## config.mk

```make
export PLATFORM = sky130hd
export DESIGN_NAME = evm_winner_scan
export DESIGN_NICKNAME = d
export VERILOG_FILES = /design/src/rtl/evm_winner_scan.sv
export SDC_FILE = /design/constraint.sdc
export NUM_CORES = 1
export LEC_CHECK = 0
export ABC_AREA = 1
export CAP_MARGIN = 20
export CORE_ASPECT_RATIO = 0.7
export CORE_MARGIN = 10
export CORE_UTILIZATION = 28
export CTS_BUF_LIST = sky130_fd_sc_hd__clkbuf_8 sky130_fd_sc_hd__clkbuf_16
export DETAILED_ROUTE_END_ITERATION = 6
export DONT_BUFFER_PORTS = 1
export SLEW_MARGIN = 5
export SYNTH_ARGS = -nofsm -noshare
export SYNTH_HDL_FRONTEND = slang
export SYNTH_SLANG_ARGS = --single-unit
```

## constraint.sdc

```tcl
create_clock -name clk -period 3.8 [get_ports clk]
set_input_delay 0.57 -clock clk [delete_from_list [all_inputs] [get_ports clk]]
set_output_delay 0.57 -clock clk [all_outputs]
set_load 0.02 [all_outputs]
```

## src/rtl/evm_winner_scan.sv

```systemverilog
// rtl/evm_winner_scan.sv - result-phase winner scan over snapshotted vote counts via a shared comparator
module evm_winner_scan #(
    parameter int NUM_CAND = 4,
    parameter int CNT_W    = 4,
    parameter int IDX_W    = 2
) (
    input  logic                      clk,
    input  logic                      rst_n,
    input  logic                      start,
    input  logic [NUM_CAND*CNT_W-1:0] counts,
    output logic                      busy,
    output logic                      done,
    output logic [IDX_W-1:0]          winner_idx,
    output logic [CNT_W-1:0]          winner_count,
    output logic                      tie,
    output logic                      cmp_en,
    output logic [CNT_W-1:0]          cmp_a,
    output logic [CNT_W-1:0]          cmp_b,
    input  logic                      cmp_gt,
    input  logic                      cmp_eq,
    input  logic                      cmp_lt
);

    typedef enum logic [1:0] {
        S_IDLE = 2'd0,
        S_SCAN = 2'd1,
        S_DONE = 2'd2
    } state_t;

    localparam logic [IDX_W-1:0] LAST_IDX = IDX_W'(NUM_CAND - 1);

    state_t                    state_q, state_d;
    logic [NUM_CAND*CNT_W-1:0] snap_q, snap_d;
    logic [CNT_W-1:0]          max_q, max_d;
    logic [IDX_W-1:0]          idx_q, idx_d;
    logic                      run_tie_q, run_tie_d;
    logic [IDX_W-1:0]          i_q, i_d;
    logic                      busy_q, busy_d;
    logic                      done_q, done_d;
    logic [IDX_W-1:0]          win_idx_q, win_idx_d;
    logic [CNT_W-1:0]          win_cnt_q, win_cnt_d;
    logic                      win_tie_q, win_tie_d;
    logic [CNT_W-1:0]          cand_sel;
    logic                      unused_cmp_lt;

    // The A<B line is redundant with gt/eq; only the bench looks at it.
    assign unused_cmp_lt = cmp_lt;

    // Select the snapshotted count of the candidate currently under test.
    always_comb begin
        cand_sel = '0;
        for (int c = 0; c < NUM_CAND; c++) begin
            if (i_q == IDX_W'(c)) begin
                cand_sel = snap_q[c*CNT_W +: CNT_W];
            end
        end
    end

    // Comparator drive is decoded from state so it is quiet outside SCAN.
    always_comb begin
        cmp_en = (state_q == S_SCAN);
        cmp_a  = cmp_en ? cand_sel : '0;
        cmp_b  = cmp_en ? max_q    : '0;
    end

    // Next-state logic: snapshot on start, walk one candidate per cycle, publish on exit from SCAN.
    always_comb begin
        state_d   = state_q;
        snap_d    = snap_q;
        max_d     = max_q;
        idx_d     = idx_q;
        run_tie_d = run_tie_q;
        i_d       = i_q;
        busy_d    = 1'b0;
        done_d    = 1'b0;
        win_idx_d = win_idx_q;
        win_cnt_d = win_cnt_q;
        win_tie_d = win_tie_q;
        case (state_q)
            S_IDLE: begin
                if (start) begin
                    snap_d    = counts;
                    max_d     = counts[CNT_W-1:0];
                    idx_d     = '0;
                    run_tie_d = 1'b0;
                    i_d       = IDX_W'(1);
                    if (NUM_CAND == 1) begin
                        // A lone candidate wins outright with no comparisons.
                        state_d   = S_DONE;
                        done_d    = 1'b1;
                        win_cnt_d = counts[CNT_W-1:0];
                        win_idx_d = '0;
                        win_tie_d = 1'b0;
                    end else begin
                        state_d = S_SCAN;
                        busy_d  = 1'b1;
                    end
                end
            end
            S_SCAN: begin
                // Only a strict win replaces the leader, so ties keep the lowest index.
                if (cmp_gt) begin
                    max_d     = cand_sel;
                    idx_d     = i_q;
                    run_tie_d = 1'b0;
                end else if (cmp_eq) begin
                    run_tie_d = 1'b1;
                end
                if (i_q == LAST_IDX) begin
                    // Results are registered on the way into DONE so they appear with the done pulse.
                    state_d   = S_DONE;
                    done_d    = 1'b1;
                    win_cnt_d = max_d;
                    win_idx_d = idx_d;
                    win_tie_d = run_tie_d;
                end else begin
                    i_d    = i_q + IDX_W'(1);
                    busy_d = 1'b1;
                end
            end
            S_DONE: begin
                state_d = S_IDLE;
            end
            default: begin
                state_d = S_IDLE;
            end
        endcase
    end

    // State and registered outputs; reset abandons any scan without a done pulse.
    always_ff @(posedge clk or negedge rst_n) begin
        if (!rst_n) begin
            state_q   <= S_IDLE;
            snap_q    <= '0;
            max_q     <= '0;
            idx_q     <= '0;
            run_tie_q <= 1'b0;
            i_q       <= '0;
            busy_q    <= 1'b0;
            done_q    <= 1'b0;
            win_idx_q <= '0;
            win_cnt_q <= '0;
            win_tie_q <= 1'b0;
        end else begin
            state_q   <= state_d;
            snap_q    <= snap_d;
            max_q     <= max_d;
            idx_q     <= idx_d;
            run_tie_q <= run_tie_d;
            i_q       <= i_d;
            busy_q    <= busy_d;
            done_q    <= done_d;
            win_idx_q <= win_idx_d;
            win_cnt_q <= win_cnt_d;
            win_tie_q <= win_tie_d;
        end
    end

    assign busy         = busy_q;
    assign done         = done_q;
    assign winner_idx   = win_idx_q;
    assign winner_count = win_cnt_q;
    assign tie          = win_tie_q;

endmodule
```

==> results.py, run 1 <==
metrics = {
    "logic_synthesis": {
        "yosys.area.top_type_share_pct": 52.5,
        "synth.net_count": 235,
        "synthTopCellsByArea": "dfrtp_1 (53%), nand2_1 (16%), o21ai_0 (5.5%)",
        "synth_commonest_cells": "nand2_1 (72), dfrtp_1 (36), inv_1 (25)",
        "synthCells": 209,
        "synth_edf_count": 0,
        "ys_ff_latch": 36,
        "syn_area_per_cell_sq_um": 8.21,
        "synth.cell_area_sq_um": 1720,
        "seq_area_frac_synth_pct": 52.5,
        "ys.flop_type": "dfrtp_1",
        "synth-async-reset-ratio_pct": 100,
        "ys_warn_count": 0,
        "synth_top_area_cell": "dfrtp_1",
        "synth_cell_types": 17,
        "synth_most_common_cell": "nand2_1",
    },
    "sta": {
        "hold_viol": 0,
        "fin_crit_sh_pct": 62.8,
        "max_slew.worst_pin.slew_ns": 0.513,
        "setup_viol": 0,
        "min_period_ns": 2.39,
        "fin_tns_setup_ns": 0,
        "finClkSkew_ns": 0.00690,
        "clock.fmax_ghz": 0.419,
        "slew_viol_final": 0,
        "relSlewSlack_pct": 65.9,
        "grt_setup_unrepaired": "no",
    },
    "setup_path": {
        "rr_worst_depth": 6,
        "worstSetupStartpoint": "i_q[1]",
        "timing.rr.end": "tie",
        "worstSetupPathType": "reg -> out",
        "crit_path_end": "cmp_a[1]",
        "cp_max_fo": 5,
        "arrival_ns": 1.82,
        "r2r_slack_ns": 2.13,
        "crit_path_cell_trace": "inv_1, ha_1, inv_1, nand3_1, nand2_1, nand2_1, a21oi_1",
        "end_kind": "output pin",
        "r2r_start": "i_q[0]",
        "required_ns": 3.23,
        "critPathMaxStageDelay_ns": 0.42,
        "worst_path_max_delay_cell": "a21oi_1",
        "start_kind": "flip-flop",
    },
    "clocking": {
        "cts_setup_buffers": 0,
        "cts.htree.levels": 2,
        "cts_tree": "built",
        "numClockSinks": 36,
        "cts_buffer_depth": 2,
        "cts_root_buf": "clkbuf_8",
        "cts_hold_buf": 1,
        "clock_latency_ns": 0.29,
        "cts_resized": 0,
        "cts_made_buffers": 5,
        "clk_pin_slew_worst_paths_ns": 0.08,
    },
    "job": {
        "cap_violations": 0,
    },
    "routing": {
        "drtIter0Drc": 67,
        "viasPerCell": 4.63,
        "wl_per_cell_um": 14.8,
        "ant_nets": 0,
        "wl_um": 4240,
        "first_pass_iters": 4,
        "drc": 0,
        "vias": 1325,
    },
    "global_routing": {
        "grt.overflow.total": 0,
        "grt_max_degree": 37,
        "antenna_found_initial": 0,
        "grt_pass1_wl_um": 6650,
        "grt_pass1_vias": 1245,
        "grt_use_total_pct": 8.73,
    },
    "final_layout": {
        "fin_cells": 286,
        "area_growth_pct": 9.34,
        "antenna_cells": 0,
        "finalNetCount": 236,
        "drive_gt1_share_pct": 7.58,
    },
    "floorplan": {
        "die_h_um": 85.5,
        "fp.dieW_um": 114,
        "coreArea_sq_um": 5840,
        "fp-row-count": 23,
        "die-area_sq_um": 9710,
        "initial_utilization_pct": 29.4,
        "boundaryPins": 40,
    },
    "place": {
        "gp_congestion": 0.765,
        "io_buffer_count": 0,
        "dp_hpwl_um": 3180,
        "dp_cells": 277,
    },
    "pwr": {
        "p_leak_uw": 0.000963,
        "vdd_drop_max_v": 0.000335,
        "powerDensity_nw_per_um2": 923,
    },
    "hold_path": {
        "min_path_type": "in -> async",
    },
    "status": {
        "status": "finished clean",
    },
}
[placed cells by master, fill, tap and decap left out, types with 2 or more instances in the layout]
master	instances
o21ai_0	19
a21oi_1	12
inv_2	2
dfrtp_1	36
o22ai_1	4
clkinv_2	2
nand2_1	72
nor2_1	5
ha_1	4
nand2_4	2
clkbuf_8	6
inv_1	25
nand3_1	18
[critical path: cells and delay by family, from the launching register on]
| family | cells | cell delay [ns] |
|---|---|---|
| buffers and inverters | 2 | 0.23 |
| AND/OR/NAND/NOR | 3 | 0.22 |
| adder cells (fa/ha/maj) | 1 | 0.25 |
| flip-flops | 1 | 0.40 |
| AO/OA/AOI/OAI | 1 | 0.42 |
[report_power, final]
part | total (uW) | internal (uW) | switching [uW]
logic | 734 | 212 | 521
clock network | 287 | 145 | 142
registers | 711 | 562 | 149
total | 1730 | 919 | 813
[per-stage QoR]
step | power (uW) | setup slack, ns | utilization (%) | hold WS (ns) | cell area [sq um]
6_report | 1730 | 1.41 | 32.1 | 0.103 | 1880
5_1_grt | 1890 | 1.19 | 32.1 | 0.114 | 1880
4_1_cts | 1760 | 1.39 | 32.1 | 0.113 | 1880
3_5_place_dp | 1460 | 1.72 | 30.2 | 0.276 | 1760
3_3_place_gp | 1440 | 1.73 | 30.2 | 0.277 | 1760
2_1_floorplan | 1300 | 1.87 | - | 0.274 | 1720
[final cells by class]
type	instances	area, sq um
clock buffers	6	82.6
inverters	27	101
fillers	634	3970
multi-input cells	139	667
clock inverters	2	10.0
well taps	75	93.8
flip-flops and latches	36	901
repair buffers	1	20.0
[cell families after synthesis]
kind of cell / Yosys count / synth area share [%]
adders and majority gates: 4 / 2.92
and+or+nand+nor: 99 / 24.9
DFF: 36 / 52.5
buffers and inverters: 34 / 8.61
AOI/OAI and AO/OA: 36 / 11.0
[metal layers]
metal | vias up | part of all wire, % | GRT usage (%) | routed length, um
li1 | 667 | - | - | -
met5 | - | 0 | 0 | 0
met3 | 2 | 8.7 | 4.36 | 369
met4 | 0 | 0.26 | 2.41 | 11
met2 | 39 | 42 | 11.8 | 1800
met1 | 617 | 49 | 11.8 | 2060
[how the worst min path moves through the flow]
stage / start / to / slack [ns]
6_report: rst_n / done / 0.10
5_1_grt: rst_n / done / 0.11
4_1_cts: rst_n / done / 0.11
3_5_place_dp: rst_n / busy / 0.28
3_3_place_gp: rst_n / busy / 0.28
2_1_floorplan: rst_n / busy / 0.27
[registers in the layout, indices dropped and copies added (netlist names)]
register      count
idx_q             2
run_tie_q         1
winner_idx        2
winner_count      4
done              1
state_q           2
snap_q           16
busy              1
max_q             4
i_q               2
tie               1
Note: power is estimated with default switching activity, not from simulation.
==> inputs of run 2 (changes only) <==
==> constraint.sdc (replaced) <==
create_clock -name clk -period 2.4 [get_ports clk]
set_input_delay 0.36 -clock clk [delete_from_list [all_inputs] [get_ports clk]]
set_output_delay 0.36 -clock clk [all_outputs]
set_load 0.02 [all_outputs]
==> run 2 against run 1 <==
Against the previous run:
- largest cell class unchanged
- register-to-register slack worse by 1.4 ns
- critical path type unchanged
- first-iteration DRC count grew 48%
- via count is 0.45% higher
- cell count rose by 0.35%
- sequential share of layout area shrank 0.19 points
- hold slack better by 0.073 ns
==> results.py, run 2 (synthesis gave the netlist of run 1 again) <==
metrics = {
    "sta": {
        "hold_viol": 0,
        "finClkSkew_ns": 0.00506,
        "grt_setup_unrepaired": "no",
        "slew_viol_final": 0,
        "fin_tns_setup_ns": 0,
        "min_period_ns": 2.17,
        "relSlewSlack_pct": 66.1,
        "fin_crit_sh_pct": 90.3,
        "max_slew.worst_pin.slew_ns": 0.510,
        "clock.fmax_ghz": 0.461,
        "setup_viol": 0,
    },
    "routing": {
        "drc": 0,
        "wl_um": 4240,
        "wl_per_cell_um": 14.8,
        "first_pass_iters": 4,
        "vias": 1331,
        "viasPerCell": 4.64,
        "ant_nets": 0,
        "drtIter0Drc": 99,
    },
    "final_layout": {
        "largest_register": "snap_q",
        "antenna_cells": 0,
        "finalNetCount": 237,
        "drive_gt1_share_pct": 6.60,
        "mostFrequentLayoutCells": "nand2_1 (72), dfrtp_1 (36), inv_1 (27)",
        "fin_cells": 287,
        "largest_reg_flops": 16,
        "final_common_cell": "nand2_1",
        "fillers": 628,
        "regArea_sq_um": 901,
        "area_growth_pct": 9.77,
        "multiInputGateArea_sq_um": 667,
    },
    "clocking": {
        "cts_tree": "built",
        "numClockSinks": 36,
        "cts_made_buffers": 5,
        "cts_resized": 0,
        "cts_hold_buf": 2,
        "cts_root_buf": "clkbuf_8",
        "cts_setup_buffers": 0,
        "cts_buffer_depth": 2,
        "cts.htree.levels": 2,
        "clock_latency_ns": 0.29,
        "clk_pin_slew_worst_paths_ns": 0.07,
    },
    "hold_path": {
        "min_path_type": "in -> reg",
    },
    "setup_path": {
        "worstSetupPathType": "reg -> out",
        "start_kind": "flip-flop",
        "cp_max_fo": 5,
        "arrival_ns": 1.81,
        "r2r_slack_ns": 0.75,
        "end_kind": "output pin",
        "required_ns": 2.04,
    },
    "place": {
        "io_buffer_count": 0,
        "dp_hpwl_um": 3220,
        "gp_congestion": 0.764,
        "dp_cells": 277,
    },
    "floorplan": {
        "initial_utilization_pct": 29.4,
        "die_h_um": 85.5,
        "fp.dieW_um": 114,
        "coreArea_sq_um": 5840,
        "fp-row-count": 23,
        "die-area_sq_um": 9710,
        "boundaryPins": 40,
    },
    "global_routing": {
        "grt_pass1_wl_um": 6870,
        "grt_use_total_pct": 8.96,
        "antenna_found_initial": 0,
        "grt_max_degree": 37,
        "grt_pass1_vias": 1285,
        "grt.overflow.total": 0,
    },
    "job": {
        "cap_violations": 0,
    },
    "status": {
        "status": "finished clean",
    },
    "pwr": {
        "powerDensity_nw_per_um2": 1450,
        "vdd_drop_max_v": 0.000396,
        "totalPowerFinal_uw": 2730,
        "p_leak_uw": 0.000970,
    },
}
run 2: cell types whose count changed in the layout (fill, tap and decap cells not counted):
cell | before | now
clkinv_2 | 2 | 0
inv_1 | 25 | 27
dlygate4sd3_1 | 0 | 1
run 2: routing by layer:
layer,vias to the layer above,wire length [um],global-route usage [%]
li1,664,-,-
met1,627,2110,12.4
met2,32,1740,11.7
met3,8,337,4.01
met4,0,54,3.45
met5,-,0,0
run 2: critical path: stages, from the launching register on:
cell and delay [ns]:
dfrtp_1 0.40, inv_1 0.10, ha_1 0.25, inv_1 0.14, nand3_1 0.08, nand2_1 0.07
nand2_1 0.06, a21oi_1 0.42
run 2: metrics by stage:
stage | utilization, % | instance area (sq um) | hold WS, ns | setup WS, ns
after floorplan | - | 1720 | 0.0644 | 0.676
after global placement | 30.2 | 1760 | 0.0667 | 0.547
after detailed placement | 30.2 | 1760 | 0.0663 | 0.544
after CTS | 32.2 | 1880 | 0.167 | 0.216
after global routing | 32.2 | 1880 | 0.172 | 0.0444
final | 32.2 | 1880 | 0.177 | 0.233
run 2: power breakdown:
group	internal [uW]	total (uW)	leakage (uW)	switching, uW
clock	226	441	0.0000538	215
combinational	337	1160	0.000469	828
sequential	890	1130	0.000448	237
total	1450	2730	0.000970	1280
run 2: area by class of cell:
| class | count | share of cell area [%] |
|---|---|---|
| repair buffers | 2 | 1.59 |
| flip-flops and latches | 36 | 47.8 |
| clock buffers | 6 | 4.39 |
| well taps | 75 | 4.98 |
| clock inverters | 2 | 0.399 |
| inverters | 27 | 5.38 |
| multi-input cells | 139 | 35.4 |
run 2: path summary, 6_finish.rpt:
path                                        end  startpoint  cells after the start
worst max-delay path                   cmp_a[1]      i_q[1]                      7
worst min-delay path                 snap_q[14]  counts[14]                      2
worst max register to register              tie      i_q[0]                      6
worst min register to register        snap_q[0]   snap_q[0]                      2
max in group asynchronous              max_q[3]       rst_n                      2
min in group asynchronous       winner_count[0]       rst_n                      2
